<file path="config.mk">
export PLATFORM = sky130hd
export DESIGN_NAME = arb2in1
export DESIGN_NICKNAME = d
export VERILOG_FILES = /design/src/rtl/arb2in1_pkg.sv /design/src/rtl/arb2in1.sv
export SDC_FILE = /design/constraint.sdc
export NUM_CORES = 1
export LEC_CHECK = 0
export CAP_MARGIN = 10
export CORE_UTILIZATION = 52
export DETAILED_ROUTE_END_ITERATION = 12
export HOLD_SLACK_MARGIN = 0.12
export MAX_ROUTING_LAYER = met4
export PLACE_DENSITY_LB_ADDON = 0.12
export SETUP_SLACK_MARGIN = 0.3
export SLEW_MARGIN = 20
export SYNTH_ARGS = -nofsm -noshare
export SYNTH_HDL_FRONTEND = slang
export SYNTH_SLANG_ARGS = --single-unit
</file>
<file path="constraint.sdc">
create_clock -name i_clk -period 1.9 [get_ports i_clk]
set_clock_uncertainty 0.05 [all_clocks]
set_input_delay 0.57 -clock i_clk [delete_from_list [all_inputs] [get_ports i_clk]]
set_output_delay 0.57 -clock i_clk [all_outputs]
set_load 0.1 [all_outputs]
</file>
<file path="src/rtl/arb2in1_pkg.sv">
// arb2in1_pkg: arbiter state encodings and the two-requester priority pick
package arb2in1_pkg;
  typedef enum logic [1:0] {
    ARB_IDLE = 2'd0,
    ARB_OWN0 = 2'd1,
    ARB_OWN1 = 2'd2
  } arb_state_t;
  function automatic arb_state_t arb_pick(input logic r0, input logic r1, input logic lst);
    return (r0 && r1) ? (lst ? ARB_OWN0 : ARB_OWN1) : r0 ? ARB_OWN0 : r1 ? ARB_OWN1 : ARB_IDLE;
  endfunction
endpackage

</file>
<file path="src/rtl/arb2in1.sv">
// arb2in1: round-robin req/gnt/ack arbiter for one shared port (i_clk, i_rst sync high; i_req0/1, i_ack in; o_gnt0/1, o_control, o_busy, o_timeout out)
module arb2in1
  import arb2in1_pkg::*;
#(
  parameter int TIMEOUT = 255,
  parameter int TO_W    = 8
) (
  input  logic i_clk,
  input  logic i_rst,
  input  logic i_req0,
  input  logic i_req1,
  input  logic i_ack,
  output logic o_gnt0,
  output logic o_gnt1,
  output logic o_control,
  output logic o_busy,
  output logic o_timeout
);
  arb_state_t state, next_state;
  logic last, next_last, next_ctrl;
  logic own, owner, own_req, expire, rel, expired, grant_new;
  logic [TO_W-1:0] cnt;
  always_comb begin
    own        = state != ARB_IDLE;
    owner      = state == ARB_OWN1;
    own_req    = owner ? i_req1 : i_req0;
    expire     = cnt == TO_W'(TIMEOUT - 1);
    rel        = own && (i_ack || !own_req || expire);
    expired    = own && !i_ack && expire;
    next_last  = rel ? owner : last;
    // on release the owner becomes "last", so it loses any tie
    next_state = own ? (rel ? arb_pick(i_req0, i_req1, owner) : state)
                     : arb_pick(i_req0, i_req1, last);
    grant_new  = (next_state != ARB_IDLE) && (!own || rel);
    next_ctrl  = grant_new ? (next_state == ARB_OWN1) : o_control;
  end
  always_ff @(posedge i_clk) begin
    if (i_rst) begin
      state     <= ARB_IDLE;
      last      <= 1'b1;
      o_control <= 1'b0;
    end else begin
      state     <= next_state;
      last      <= next_last;
      o_control <= next_ctrl;
    end
  end
  // watchdog: restarts on every new grant, saturates while unacknowledged
  always_ff @(posedge i_clk) begin
    if (i_rst) begin
      cnt       <= '0;
      o_timeout <= 1'b0;
    end else begin
      cnt       <= grant_new ? '0 : (own && cnt != '1) ? cnt + 1'b1 : cnt;
      o_timeout <= expired;
    end
  end
  assign o_gnt0 = state == ARB_OWN0;
  assign o_gnt1 = state == ARB_OWN1;
  assign o_busy = own;
endmodule
</file>
==> metrics.txt <==
worst slew pin tran=496 ps; final hold violations=0; I/O pin cnt=10; Post-synth EDFFs=0; vias per cell=6.42; Max Slew Vio Count=0; highest metal used=met4; R2R depth=7; Seq/Total Area, Yosys=35.0%; P&R area growth vs syn=55.0%; Yosys reg bits=13; Final min period=1750 ps; worst setup margin=150 ps; Worst-Skew Late Latency=290 ps; met1 WL=1080 µm; Routed wire per std cell=18.3 µm; GRT Overall Usage=32.2%; Levels on crit path=3; Routed Antenna Nets=0; die area=1590 µm²; max_slew headroom=66.8%; Mapped Area=744 µm²; first-pass GRT wire length=3240 µm; Post-Route WL=2440 µm; final period utilization=92.1%; CTS tree=done; DPL Wire Length=1240 µm; DP Worst Slack=-61.2 ps; Port Buf Inserts=9; CTS max path bufs=2; layout cells sized above 1=44.9%; Residual DRC=0; worst vdd ir=0.000483 V; # setup viols final=0; Final TNS setup=0 ps; pin count of the biggest net entering global routing=10; CTS Sinks=13; via count=854; asr flop ratio synth=0%; Die Wd=39.8 µm; CORE AREA=1320 µm²; DRT Pass-1 Iters=5; average cell area after synthesis=8.27 µm²; FF-to-FF End=o_control$_SDFFE_PP0P_; Max-Cap Viols=0; die height=39.8 µm; synth unique cells=32; starting density of the core=56.5%; clock-pin slew of the registers on the worst-case setup and hold paths=90 ps; worst hold path type=reg -> reg; Max stage delay on crit path=390 ps; First DRT Iteration DRCs=68; RSZ-0062 raised after global routing=yes; area share of the largest cell type after synthesis=35.0%; worst-path cell chain=nor2_4 > clkinvlp_4 > buf_12; total global routing overflow=0; syn_nets=97; most common cell in the synthesized netlist=nor2_1; leak pwr=0.427 nW; fmax=572 MHz; Critical Path End Type=primary output; cell count after synthesis=90; crit path max fanout=4; Synth Flop Type=dfxtp_1; # H-tree levels=1; vias in the first global route=731; family with the most delay on the worst path=flip-flops; NumNets Final=126; initial antenna violation count=0; Buffers & Inverters on Critical Path=2; met3 wire length=178 µm; Num CTS Buffers=3; # rows=13; Commonest cells post-synth=14 x nor2_1, 13 x dfxtp_1, 8 x a21oi_1, 6 x inv_1, 6 x nand2_1; Clock Root Buffer=clkbuf_4; post-synth top area cell=dfxtp_1; synth top area cells=dfxtp_1 35%, nor2_1 7.1%, a21oi_1 5.4%, a211oi_1 5.0%, xnor2_1 3.5%; flop2flop setup slack=280 ps; Worst Setup EP=o_busy; Critical R2R Launch=cnt[0]$_SDFFE_PP0P_; WP data required=1280 ps; Antenna Cells=0; Crit. Startpoint=state[1]$_SDFF_PP0_; startpoint types=flip-flop; GPL Wtd Cong=0.751; CP arrival=1130 ps; outcome=completed; critical path's slowest cell=dfxtp_4; power density cells=599 nW/µm²; synth warn=0; routed wl met2=1120 µm; crit path kind=reg -> out
[layout by cell type, fill, tap and decap left out, types with 2 or more instances in the layout]
master,Yosys,layout
clkbuf_4,0,3
dfxtp_4,0,3
nor2_4,0,3
buf_4,0,15
a21oi_1,8,7
dfxtp_2,0,2
buf_12,0,5
nor2_1,14,10
a211oi_2,0,2
xnor2_1,3,3
dlygate4sd2_1,0,3
o21ai_1,0,2
dfxtp_1,13,8
a211oi_1,5,3
nand2b_1,2,2
nand2_1,6,6
a311oi_2,1,2
o21ai_0,5,3
nor3_1,2,2
inv_1,6,3
nand3_1,2,2
[power by group]
part,internal (W),leakage [nW],switching [W]
clock,0.0000817,0.0150,0.000101
combinational,0.0000912,0.304,0.000124
sequential,0.000279,0.109,0.0000141
[cells by family (layout without fill, tap and decap cells)]
kind of cell,count (synthesis),count (layout),synth area share [%]
AND/OR/NAND/NOR,34,34,22.4
AO/OA/AOI/OAI,30,30,30.6
flip-flops,13,13,35.0
buffers and inverters,8,36,5.21
XOR/XNOR,3,3,3.53
adder cells (fa/ha/maj),2,2,3.36
[stage by stage]
step           utilization [%]  area [µm²]  total power [W]  cells  hold slack [ps]
2_1_floorplan                -         782         0.000405     90              439
3_3_place_gp              71.4         941         0.000462    115              474
3_5_place_dp              71.4         941         0.000465    115              474
4_1_cts                   81.4        1070         0.000661    129              486
5_1_grt                   87.6        1150         0.000708    133              478
6_report                  87.6        1150         0.000691    133              454
[cell type report]
type | count | area [µm²]
Tap cell | 15 | 18.8
Inverter | 6 | 28.8
Fill cell | 65 | 164
Sequential cell | 13 | 274
Clock buffer | 4 | 26.3
Multi-Input combinational cell | 69 | 541
Timing Repair Buffer | 26 | 265
[registers in the layout, indices dropped and copies added, names as in the netlist]
name and cells:
o_control 1, last 1, cnt 8, o_timeout 1, state 2
[worst reg2reg max path, cell delays in order (launching register included)]
cell and delay (ps):
dfxtp_4 360, inv_2 30, ha_2 160, and3_4 200, buf_4 140, a21o_4 230
a311oi_2 240, o31a_1 160
[how the worst min path moves through the flow]
stage / start / to / slack (ps) / depth (start not counted)
floorplan: cnt[4]$_SDFFE_PP0P_ / cnt[4]$_SDFFE_PP0P_ / 440 / 1
global placement: cnt[4]$_SDFFE_PP0P_ / cnt[4]$_SDFFE_PP0P_ / 470 / 1
detailed placement: cnt[4]$_SDFFE_PP0P_ / cnt[4]$_SDFFE_PP0P_ / 470 / 1
CTS: cnt[4]$_SDFFE_PP0P_ / cnt[4]$_SDFFE_PP0P_ / 490 / 1
global route: cnt[4]$_SDFFE_PP0P_ / cnt[4]$_SDFFE_PP0P_ / 480 / 1
finish: cnt[4]$_SDFFE_PP0P_ / cnt[4]$_SDFFE_PP0P_ / 450 / 1
[timing repair]
action | in CTS | in global routing
pin swaps | 7 | 5
setup endpoints to repair | 14 | 13
gates resized for setup | 14 | 17
gates cloned | 0 | 0
setup buffers | 10 | 4
hold buffers | 0 | 0
[layer usage]
metal	global-route usage, %	up-vias
met5	-	-
met4	21.6	0
met3	6.25	13
met2	44.7	56
met1	41.4	398
li1	-	387
Note: power is estimated with default switching activity, not from simulation.
